==> src/rtl/alu_sequencer_pkg.sv <==
// Shared constants for the accumulator sequencer: ALU function codes,
// opcodes and the sequencer state encoding.
package alu_sequencer_pkg;

  localparam int ALU_FW = 3;

  localparam logic [ALU_FW-1:0] ALU_PASS_A  = 3'b000;
  localparam logic [ALU_FW-1:0] ALU_COMPARE = 3'b001;
  localparam logic [ALU_FW-1:0] ALU_PASS_B  = 3'b010;
  localparam logic [ALU_FW-1:0] ALU_ADD     = 3'b011;
  localparam logic [ALU_FW-1:0] ALU_NOR     = 3'b100;

  localparam logic [3:0] OP_NOP  = 4'd0;
  localparam logic [3:0] OP_LDI  = 4'd1;
  localparam logic [3:0] OP_ADDI = 4'd2;
  localparam logic [3:0] OP_CMPI = 4'd3;
  localparam logic [3:0] OP_NORI = 4'd4;
  localparam logic [3:0] OP_OUT  = 4'd5;
  localparam logic [3:0] OP_CLRF = 4'd6;
  localparam logic [3:0] OP_MULI = 4'd7;

  typedef enum logic [1:0] {
    IDLE     = 2'd0,
    EXEC     = 2'd1,
    MUL      = 2'd2,
    OUT_WAIT = 2'd3
  } state_t;

  // ALU function used while an EXEC-class opcode is in flight
  function automatic logic [ALU_FW-1:0] exec_func(input logic [3:0] op);
    case (op)
      OP_LDI:  exec_func = ALU_PASS_B;
      OP_ADDI: exec_func = ALU_ADD;
      OP_CMPI: exec_func = ALU_COMPARE;
      OP_NORI: exec_func = ALU_NOR;
      default: exec_func = ALU_PASS_A;
    endcase
  endfunction

endpackage

==> src/rtl/alu_sequencer_if.sv <==
// Instruction and output-stream handshakes of the sequencer; the sequencer
// is the slave side, the instruction source / stream consumer the master.
interface alu_sequencer_if #(
  parameter int DW  = 4,
  parameter int OPW = 4
);
  logic                instr_valid;
  logic [OPW+DW-1:0]   instr;
  logic                instr_ready;
  logic                out_valid;
  logic [DW-1:0]       out_data;
  logic                out_ready;

  modport slave (
    input  instr_valid, instr, out_ready,
    output instr_ready, out_valid, out_data
  );

  modport master (
    output instr_valid, instr, out_ready,
    input  instr_ready, out_valid, out_data
  );
endinterface

==> src/rtl/alu_sequencer.sv <==
// Accumulator instruction sequencer driving an external 4-bit ALU, with a
// shift-free multiply by repeated ADD and an accumulator output stream.
module alu_sequencer
  import alu_sequencer_pkg::*;
#(
  parameter int DW  = 4,
  parameter int OPW = 4
) (
  input  logic              clk,
  input  logic              reset,
  alu_sequencer_if.slave    bus,
  output logic [DW-1:0]     alu_a,
  output logic [DW-1:0]     alu_b,
  output logic [ALU_FW-1:0] alu_f,
  output logic              alu_reset,
  input  logic [DW-1:0]     alu_y,
  input  logic              alu_c,
  input  logic              alu_z,
  output logic [DW-1:0]     acc,
  output logic              flag_c,
  output logic              flag_z,
  output logic              busy,
  output logic              illegal
);

  state_t          state, state_next;
  logic [OPW-1:0]  opcode_q;
  logic [DW-1:0]   imm_q;
  logic [DW-1:0]   mcand, prod, cnt;
  logic            ovf;
  logic            out_valid_q;
  logic [DW-1:0]   out_data_q;

  logic [OPW-1:0]  in_op;
  logic [DW-1:0]   in_imm;
  logic            accept, legal;

  assign {in_op, in_imm} = bus.instr;
  assign accept          = bus.instr_valid && (state == IDLE);
  assign legal           = ~in_op[OPW-1];
  assign alu_reset       = reset;
  assign bus.out_valid   = out_valid_q;
  assign bus.out_data    = out_data_q;

  always_ff @(posedge clk) begin
    if (reset) state <= IDLE;
    else       state <= state_next;
  end

  // Idle ALU view is the accumulator, so the ALU always shows something meaningful
  always_comb begin
    state_next      = state;
    alu_a           = acc;
    alu_b           = '0;
    alu_f           = ALU_PASS_A;
    bus.instr_ready = 1'b0;
    busy            = 1'b1;
    case (state)
      IDLE: begin
        bus.instr_ready = 1'b1;
        busy            = 1'b0;
        if (accept && legal) begin
          case (in_op)
            OP_MULI: state_next = MUL;
            OP_OUT:  state_next = OUT_WAIT;
            default: state_next = EXEC;
          endcase
        end
      end
      EXEC: begin
        alu_b      = imm_q;
        alu_f      = exec_func(opcode_q);
        state_next = IDLE;
      end
      MUL: begin
        if (cnt != '0) begin
          alu_a = prod;
          alu_b = mcand;
          alu_f = ALU_ADD;
        end else begin
          state_next = IDLE;
        end
      end
      OUT_WAIT: begin
        if (bus.out_ready) state_next = IDLE;
      end
      default: state_next = IDLE;
    endcase
  end

  always_ff @(posedge clk) begin
    if (reset) begin
      acc         <= '0;
      flag_c      <= 1'b0;
      flag_z      <= 1'b0;
      illegal     <= 1'b0;
      opcode_q    <= '0;
      imm_q       <= '0;
      mcand       <= '0;
      prod        <= '0;
      cnt         <= '0;
      ovf         <= 1'b0;
      out_valid_q <= 1'b0;
      out_data_q  <= '0;
    end else begin
      illegal <= 1'b0;
      case (state)
        IDLE: begin
          if (accept) begin
            if (!legal) begin
              illegal <= 1'b1;
            end else begin
              opcode_q <= in_op;
              imm_q    <= in_imm;
              if (in_op == OP_MULI) begin
                mcand <= acc;
                prod  <= '0;
                cnt   <= in_imm;
                ovf   <= 1'b0;
              end
              if (in_op == OP_OUT) begin
                out_data_q  <= acc;
                out_valid_q <= 1'b1;
              end
            end
          end
        end
        EXEC: begin
          case (opcode_q)
            OP_LDI: begin
              acc    <= alu_y;
              flag_c <= 1'b0;
              flag_z <= alu_z;
            end
            OP_ADDI: begin
              acc    <= alu_y;
              flag_c <= alu_c;
              flag_z <= alu_z;
            end
            OP_CMPI: begin
              flag_c <= alu_c;
              flag_z <= alu_z;
            end
            OP_NORI: begin
              acc    <= alu_y;
              flag_c <= 1'b0;
              flag_z <= alu_z;
            end
            OP_CLRF: begin
              flag_c <= 1'b0;
              flag_z <= 1'b0;
            end
            default: ;
          endcase
        end
        // The cycle that finds cnt exhausted is the write-back cycle
        MUL: begin
          if (cnt != '0) begin
            prod <= alu_y;
            ovf  <= ovf | alu_c;
            cnt  <= cnt - DW'(1);
          end else begin
            acc    <= prod;
            flag_c <= ovf;
            flag_z <= (prod == '0);
          end
        end
        OUT_WAIT: begin
          if (bus.out_ready) out_valid_q <= 1'b0;
        end
        default: ;
      endcase
    end
  end

endmodule

==> src/flat_wrapper.sv <==
// flat-port wrapper written by rule: the top's interface ports become plain ports
module alu_sequencer_flat import alu_sequencer_pkg::*;
#(
  parameter int DW  = 4,
  parameter int OPW = 4
)
  (clk, reset, alu_a, alu_b, alu_f, alu_reset, alu_y, alu_c, alu_z, acc, flag_c, flag_z, busy, illegal, bus_instr_valid, bus_instr, bus_out_ready, bus_instr_ready, bus_out_valid, bus_out_data);
  alu_sequencer_if #(.DW(DW), .OPW(OPW)) bus_i ();
  input  logic clk;
  input  logic reset;
  output logic [DW-1:0] alu_a;
  output logic [DW-1:0] alu_b;
  output logic [ALU_FW-1:0] alu_f;
  output logic alu_reset;
  input  logic [DW-1:0] alu_y;
  input  logic alu_c;
  input  logic alu_z;
  output logic [DW-1:0] acc;
  output logic flag_c;
  output logic flag_z;
  output logic busy;
  output logic illegal;
  input wire logic [$bits(bus_i.instr_valid)-1:0] bus_instr_valid;
  input wire logic [$bits(bus_i.instr)-1:0] bus_instr;
  input wire logic [$bits(bus_i.out_ready)-1:0] bus_out_ready;
  output wire logic [$bits(bus_i.instr_ready)-1:0] bus_instr_ready;
  output wire logic [$bits(bus_i.out_valid)-1:0] bus_out_valid;
  output wire logic [$bits(bus_i.out_data)-1:0] bus_out_data;
  assign bus_i.instr_valid = bus_instr_valid;
  assign bus_i.instr = bus_instr;
  assign bus_i.out_ready = bus_out_ready;
  assign bus_instr_ready = bus_i.instr_ready;
  assign bus_out_valid = bus_i.out_valid;
  assign bus_out_data = bus_i.out_data;
  alu_sequencer #(.DW(DW), .OPW(OPW)) u_core (.clk(clk), .reset(reset), .bus(bus_i), .alu_a(alu_a), .alu_b(alu_b), .alu_f(alu_f), .alu_reset(alu_reset), .alu_y(alu_y), .alu_c(alu_c), .alu_z(alu_z), .acc(acc), .flag_c(flag_c), .flag_z(flag_z), .busy(busy), .illegal(illegal));
endmodule
==> config.mk <==
export PLATFORM = sky130hd
export DESIGN_NAME = alu_sequencer_flat
export DESIGN_NICKNAME = d
export VERILOG_FILES = /design/src/rtl/alu_sequencer_pkg.sv /design/src/rtl/alu_sequencer_if.sv /design/src/rtl/alu_sequencer.sv /design/src/flat_wrapper.sv
export SDC_FILE = /design/constraint.sdc
export NUM_CORES = 1
export LEC_CHECK = 0
export CAP_MARGIN = 15
export CORE_UTILIZATION = 47
export CTS_CLUSTER_DIAMETER = 120
export DETAILED_ROUTE_END_ITERATION = 16
export PLACE_DENSITY_LB_ADDON = 0.1
export SYNTH_ARGS = -nofsm -noshare
export SYNTH_HDL_FRONTEND = slang
export SYNTH_SLANG_ARGS = --single-unit
==> constraint.sdc <==
create_clock -name clk -period 2.95 [get_ports clk]
set_input_delay 0.885 -clock clk [delete_from_list [all_inputs] [get_ports clk]]
set_output_delay 0.885 -clock clk [all_outputs]
set_load 0.02 [all_outputs]
# After elaboration in Yosys (flattened, before gate mapping)
# Cells that the tools add are included.
# word_totals
ff_bits	34
inputBits	18
out_inout_bits	26
wordCells	105
# classes
n_addsub	1
n_eq_ne	21
muxes	44
bitwise_logic	4
n_reduce_logical	22
# ops
operator	count
two-way mux 4 bit	13
case mux 4 bit (2 select lines)	4
AND reduction 3 bit	5
!= test 2 bit, second input constant	7
two-way mux 1 bit	13
case mux 1 bit (2 select lines)	6
case mux 3 bit (4 select lines)	1
AND reduction 5 bit	2
OR reduction 3 bit	3
equality test 4 x 3 -> 1 bit, second input constant	2
two-way mux 2 bit	4
case mux 2 bit (4 select lines)	1
AND reduction 4 bit	2
equality test 3 x 2 -> 1 bit, second input constant	2
equality test 3 bit, second input constant	2
case mux 3 bit (2 select lines)	1
nonzero test 2 bit	3
equality test 2 bit, second input constant	2
logical NOT 4 bit	1
!= test 2 x 1 -> 1 bit, second input constant	2
case mux 2 bit (2 select lines)	1
nonzero test 4 bit	1
OR reduction 4 bit	1
subtractor 4 x 1 -> 4 bit, second input constant	1
other kinds (9)	12

# Longest topological paths before layout
# Gate-level depths: netlist of run 1.
# depth
word_depth	5
ltp_mapped	8
ltp_nobuf	6

# Worst setup path after synthesis of run 1
# OpenSTA, ideal clock, no wires.
# synth_timing
kind	register to output
from	register u_core.cnt[0]
to	output alu_b[0]
arrival_time_ns	1.528
required_time_ns	2.065
slack_ns	0.537
stages_incl_launch_ff	7
path_buffers	0
path_cell_list	dfxtp_1 > inv_1 > ha_1 > nor3b_1 > nor2_1 > a22oi_1 > nor2b_1
# synth_between
elab_chain_len	3
# synth_rtl
element	line	rtl
from (decl)	alu_sequencer.sv:29	logic [DW-1:0] mcand, prod, cnt;
from (signal assigned)	alu_sequencer.sv:118	cnt <= in_imm;
from (signal assigned)	alu_sequencer.sv:161	cnt <= cnt - DW'(1);
nonzero test 4 bit	alu_sequencer.sv:76	if (cnt != '0) begin
two-way mux 4 bit	alu_sequencer.sv:76	
case mux 4 bit (2 select lines)	alu_sequencer.sv:58	case (state)
to (decl)	flat_wrapper.sv:12	output logic [DW-1:0] alu_b;
# Every way passes these cells.

# Final worst setup path of run 1
# layout_timing
from	input reset
to	output alu_reset
# layout_lines
element	line	rtl
from (decl)	flat_wrapper.sv:10	input logic reset;
to (decl)	flat_wrapper.sv:14	output logic alu_reset;
# No word-level cell between the ends.

==> flow_metrics.tcl, run 1 <==
set metrics [dict create \
    finalSetupTns_ns 0 \
    cts_sinks 34 \
    placed_cell_area_mm2 0.00231 \
    slew_viol_final 0 \
    yosysMostFrequentCell "dfxtp_1" \
    worstRegToRegCells 6 \
    arrival_ns 1.96 \
    maxSlewHeadroom_pct 54.2 \
    drt-pass1-iter-count 4 \
    drc_errors 0 \
    path_clk_slew_ns 0.07 \
    maxCapViolCount 0 \
    synth.top_cells.by_area "dfxtp_1 (37%), mux2i_1 (9.9%), nand2_1 (6.4%)" \
    cp_slowest_cell "clkdlybuf4s50_1" \
    drtIter0Drc 77 \
    worstSetupEndpointType "output port" \
    post_synth.cell_area_avg_um2 8.27 \
    fp.dieW_um 64.2 \
    synth_seq_area_share_pct 37.4 \
    syn_nets 243 \
    drt-total-wl_mm 4.42 \
    dieArea_mm2 0.00412 \
    rows 22 \
    cts_tree "yes" \
    ys_top_cells_by_count "dfxtp_1 (34), nand2_1 (31), nor2_1 (21)" \
    clock_skew_ns 0.00645 \
    grt_pass1_vias 1678 \
    hold_buffers 0 \
    yosys_register_bits 34 \
    yosys.area.top_type_share_pct 37.4 \
    grt_max_degree 39 \
    synthToLayoutAreaGrowth_pct 35.6 \
    routabilityCongestion 0.789 \
    yosysTopAreaCell "dfxtp_1" \
    numCtsBuffers 5 \
    cts.path.max_buffers 2 \
    hp-class "reg2reg" \
    fin_nets 290 \
    fin_crit_sh_pct 96.5 \
    ys.flop_type "dfxtp_1" \
    crit_cells 2 \
    max_freq_mhz 351 \
    io_buffers 43 \
    status "complete, no violations" \
    critPathCapture "alu_reset" \
    r2r-end "u_core.bus.out_valid" \
    wl_per_cell_um 14.0 \
    synthArstFlopShare_pct 0 \
    netlist_instances 220 \
    hold_viol 0 \
    cp.required_ns 2.07 \
    crit_start "reset" \
    path_buf_inv 2 \
    ant_nets 0 \
    diodes 0 \
    crit_family "buffers and inverters" \
    overflow 0 \
    io_pins 44 \
    ys_types 47 \
    path_max_fanout 2 \
    num_vias 1736 \
    antenna_found_initial 0 \
    fin_crit_ns 2.85 \
    avgViaCountPerCell 5.49 \
    setup_viol 0 \
    cpPeakStageDelay_ns 0.60 \
    ys_warn_count 0 \
    initial_core_util_pct 49.3 \
    r2r-start "u_core.state[1]" \
    final_cell_area_mm2 0.00247 \
    leakage_nw 0.976 \
    ir_drop_mv 0.342 \
    place_hpwl_mm 3.17 \
    tightest_slew_ns 0.683 \
    fp.coreArea_mm2 0.00369 \
    root_buffer "clkbuf_8" \
    critPathMostFrequentCell "clkdlybuf4s50_1" \
    rrSetupSlack_ns 0.97 \
    cellPowerDensity_mw_per_mm2 540 \
    h-tree-depth 2 \
    rsz0062_at_grt "no" \
    startpoint_type "primary input" \
    grt_pass1_wl_mm 7.46 \
    syn_area_mm2 0.00182 \
    synth_edf_count 0 \
    critical_path_class "in2out" \
    drive_above_1_share_pct 10.1 \
    cp_cell_sequence "clkdlybuf4s50_1, clkdlybuf4s50_1" \
    die_y_um 64.2 \
    clk_latency_ns 0.29 \
    grt_usage_pct 23.4 \
]
==> cell families (layout without fill, tap and decap cells) <==
kind of cell             after synthesis  after routing  synth area share [%]
AO/OA/AOI/OAI                         48             48                  18.1
XOR/XNOR                               2              2                 0.963
adder cells (fa/ha/maj)                5              5                  3.44
buffers and inverters                 22             70                  5.36
flip-flops                            34             34                  37.4
multiplexers                          19             19                  10.5
AND/OR/NAND/NOR                       90             90                  24.2
==> registers in the layout, indices dropped and copies added, names as in the netlist <==
register / flops
u_core.flag_z: 1
u_core.imm_q: 4
u_core.opcode_q: 3
u_core.prod: 4
u_core.state: 2
u_core.cnt: 4
u_core.mcand: 4
u_core.bus.out_data: 4
u_core.acc: 4
u_core.ovf: 1
u_core.bus.out_valid: 1
u_core.illegal: 1
u_core.flag_c: 1
==> where the power goes <==
group / switching [W] / internal (W) / total, W
registers: 0.0000249 / 0.000485 / 0.000510
logic: 0.000165 / 0.000142 / 0.000307
clock network: 0.000177 / 0.000339 / 0.000515
==> cell type report <==
class	instances	area, µm²
fill	364	1220
inverter	9	33.8
multi-input combinational	164	1060
tap	48	60.1
sequential	34	681
clock inverter	3	68.8
clock buffer	5	68.8
timing repair buffer	53	499
==> stage by stage <==
stage / std cells / setup slack [ns] / power (W) / hold WS (ns) / util, %
2_1_floorplan: 220 / 0.537 / 0.000702 / 0.445 / -
3_3_place_gp: 307 / 0.0669 / 0.000823 / 0.462 / 62.7
3_5_place_dp: 307 / 0.0327 / 0.000824 / 0.475 / 62.7
4_1_cts: 316 / 0.0411 / 0.00134 / 0.483 / 66.8
5_1_grt: 316 / 0.0298 / 0.00139 / 0.519 / 66.9
6_report: 316 / 0.102 / 0.00133 / 0.479 / 66.9
==> what timing repair did <==
action / in CTS / in global routing
endpoints found under the setup margin: 11 / 1
pin swaps: 1 / 0
setup buffers: 1 / 0
resized for setup: 16 / 1
==> worst min-delay path, stage by stage, from the launching register on <==
cell,delay (ns)
dfxtp_1,0.32
nand2_1,0.06
a21oi_1,0.05
==> layer usage <==
layer,routed length (µm),GRT usage [%],vias up
met1,2040,28.7,812
met4,53,7.50,0
li1,-,-,871
met2,2110,39.9,47
met5,0,0,-
met3,220,5.89,6
==> worst min path at each step <==
stage / startpoint / slack (ns) / to / depth (start not counted)
2_1_floorplan: u_core.cnt[1] / 0.45 / u_core.cnt[1] / 2
3_3_place_gp: u_core.cnt[1] / 0.46 / u_core.cnt[1] / 2
3_5_place_dp: u_core.cnt[1] / 0.47 / u_core.cnt[1] / 2
4_1_cts: u_core.cnt[1] / 0.48 / u_core.cnt[1] / 2
5_1_grt: u_core.prod[0] / 0.52 / u_core.prod[0] / 2
6_report: u_core.cnt[1] / 0.48 / u_core.cnt[1] / 2
==> placed cells by master, fill, tap and decap left out, drive strengths merged, types with 3 or more instances in the layout <==
cell type      instances
ha                     5
o41ai                  4
dlygate4sd2           10
buf                   10
nand2                 31
a22oi                  4
nand3                  6
mux2i                 18
nor2b                 12
a21oi                 11
nor2                  21
nor3                   6
dfxtp                 34
o21ai                  9
inv                    9
clkdlybuf4s50         32
a31oi                  3
clkbuf                 5
(Power assumes the default switching activity.)
==> run 2, diff against run 1 <==
==> constraint.sdc (replaced) <==
create_clock -name clk -period 2.95 [get_ports clk]
set_input_delay 0.885 -clock clk [delete_from_list [all_inputs] [get_ports clk]]
set_output_delay 0.885 -clock clk [all_outputs]
set_load 0.005 [all_outputs]
==> run 2 against run 1 <==
  * Sequential power up 0.8%
  * Design area up 0.81%
  * Register-to-register slack worse by 0.04 ns
  * Largest power group is now sequential cells
  * Clock skew up 0.0026 ns
  * Highest routed layer unchanged
  * Die area unchanged
  * Global-route usage up 0.78 points
  * Routed wire length up 3.7%
  * Largest cell class unchanged
  * Critical endpoint is now alu_b[3]
  * Critical path type is now reg2out
  * Sequential share of layout area down 0.12 points
==> flow_metrics.tcl, run 2 (synthesis gave the netlist of run 1 again) <==
set metrics [dict create \
    critPathCapture "alu_b[3]" \
    pwr-share-seq_pct 44.9 \
    maxCapViolCount 0 \
    cp.required_ns 2.07 \
    rows 22 \
    max_freq_mhz 350 \
    diodes 0 \
    fin_crit_ns 2.86 \
    initial_core_util_pct 49.3 \
    crit_family "buffers and inverters" \
    path_max_fanout 5 \
    grt_max_degree 39 \
    io_pins 44 \
    power.internal_w 0.000805 \
    regArea_um2 683 \
    fp.coreArea_mm2 0.00369 \
    path_clk_slew_ns 0.07 \
    worstHoldStart "u_core.cnt[1]" \
    crit_start "u_core.cnt[1]" \
    p_sw_w 0.000339 \
    report.power.total_w 0.00114 \
    hold_viol 0 \
    p_clk_share_pct 28.6 \
    synthToLayoutAreaGrowth_pct 36.7 \
    fin_crit_sh_pct 96.9 \
    drt-pass1-iter-count 5 \
    avgViaCountPerCell 5.44 \
    hp-class "reg2reg" \
    startpoint_type "flip-flop" \
    leakage_nw 0.977 \
    antenna_found_initial 0 \
    r2r-end "u_core.state[0]" \
    cellPowerDensity_mw_per_mm2 460 \
    io_buffers 43 \
    root_buffer "clkbuf_8" \
    die_y_um 64.2 \
    cts_tree "yes" \
    drc_errors 0 \
    routabilityCongestion 0.782 \
    tightest_slew_ns 0.714 \
    status "complete, no violations" \
    overflow 0 \
    rrSetupSlack_ns 0.93 \
    critical_path_class "reg2out" \
    pwr-share-comb_pct 26.5 \
    n_fill_cell 327 \
    ir_drop_mv 0.413 \
    multi_input_area_mm2 0.00110 \
    clock_skew_ns 0.00900 \
    arrival_ns 1.97 \
    layout_commonest_cell "clkdlybuf4s50_1" \
    numCtsBuffers 5 \
    crit_cells 8 \
    worstSetupEndpointType "output port" \
    path_buf_inv 3 \
    ant_nets 0 \
    setup_viol 0 \
    cp_cell_sequence "inv_1, ha_2, nor3b_2, nor2_2, buf_6, a22oi_1, nor2b_1, clkdlybuf4s50_1" \
    h-tree-depth 2 \
    fp.dieW_um 64.2 \
    num_vias 1714 \
    drive_above_1_share_pct 12.4 \
    grt_pass1_wl_mm 7.63 \
    wl_per_cell_um 14.6 \
    grt_usage_pct 24.2 \
    finalSetupTns_ns 0 \
    dieArea_mm2 0.00412 \
    drtIter0Drc 123 \
    rsz0062_at_grt "yes" \
    cpPeakStageDelay_ns 0.50 \
    cts.path.max_buffers 2 \
    hold_buffers 0 \
    fin_nets 290 \
    drt-total-wl_mm 4.59 \
    place_hpwl_mm 3.16 \
    r2r-start "u_core.cnt[1]" \
    slew_viol_final 0 \
    maxSlewHeadroom_pct 52.1 \
    clk_latency_ns 0.29 \
    swShare_pct 29.6 \
    cp_slowest_cell "clkdlybuf4s50_1" \
    final_cell_mix "clkdlybuf4s50_1 (38), dfxtp_1 (32), nand2_1 (30)" \
    worstRegToRegCells 7 \
    grt_pass1_vias 1670 \
    cts_sinks 34 \
]
run 2: final cells by class:
class	instances	share of cell area (%)
tap	48	2.41
multi-input combinational	164	44.1
clock inverter	2	0.402
timing repair buffer	53	21.5
sequential	34	27.5
clock buffer	5	2.77
inverter	9	1.36
run 2: power by group through the flow:
| stage | Clock (W) | Combinational, W | Sequential, W |
|---|---|---|---|
| floorplan | 0 | 0.000159 | 0.000513 |
| global placement | 0 | 0.000270 | 0.000520 |
| detailed placement | 0 | 0.000272 | 0.000520 |
| CTS | 0.000334 | 0.000281 | 0.000510 |
| global route | 0.000356 | 0.000334 | 0.000517 |
| finish | 0.000327 | 0.000304 | 0.000514 |
run 2: per-layer routing:
metal,global-route usage [%],wire length [µm],vias up
li1,-,-,869
met1,30.1,2070,782
met2,40.8,2220,56
met3,6.07,243,7
met4,7.50,49,0
met5,0,0,-
run 2: how the worst min path moves through the flow:
stage / to / slack (ns) / depth (start not counted)
after CTS: u_core.cnt[1] / 0.48 / 2
after floorplan: u_core.cnt[1] / 0.45 / 2
final: u_core.cnt[1] / 0.48 / 2
after global routing: u_core.cnt[1] / 0.49 / 2
after global placement: u_core.cnt[1] / 0.46 / 2
after detailed placement: u_core.cnt[1] / 0.47 / 2
run 2: what timing repair did:
action / in CTS / in global routing
resized for setup: 5 / 20
endpoints found under the setup margin: 10 / 11
buffers inserted: 2 / 2
hold endpoints to repair: 0 / 0
pin swaps: 2 / 2
run 2: stage by stage:
step	hold WS (ns)	cell area (µm²)	std cells	utilization (%)	worst slack, ns
after global placement	0.460	2290	304	62.1	0.0723
after global routing	0.490	2490	315	67.4	-0.0228
final	0.484	2490	315	67.4	0.0916
after detailed placement	0.472	2290	304	62.1	-0.00559
after CTS	0.481	2400	313	65.1	0.00277
after floorplan	0.445	1820	220	-	0.730
run 2: worst reg2reg max path, stage by stage, from the launching register on:
cell      delay [ns]
dfxtp_1         0.32
inv_1           0.06
ha_2            0.19
or3b_4          0.42
buf_4           0.15
a221oi_1        0.37
mux2_1          0.36
nor2_1          0.08
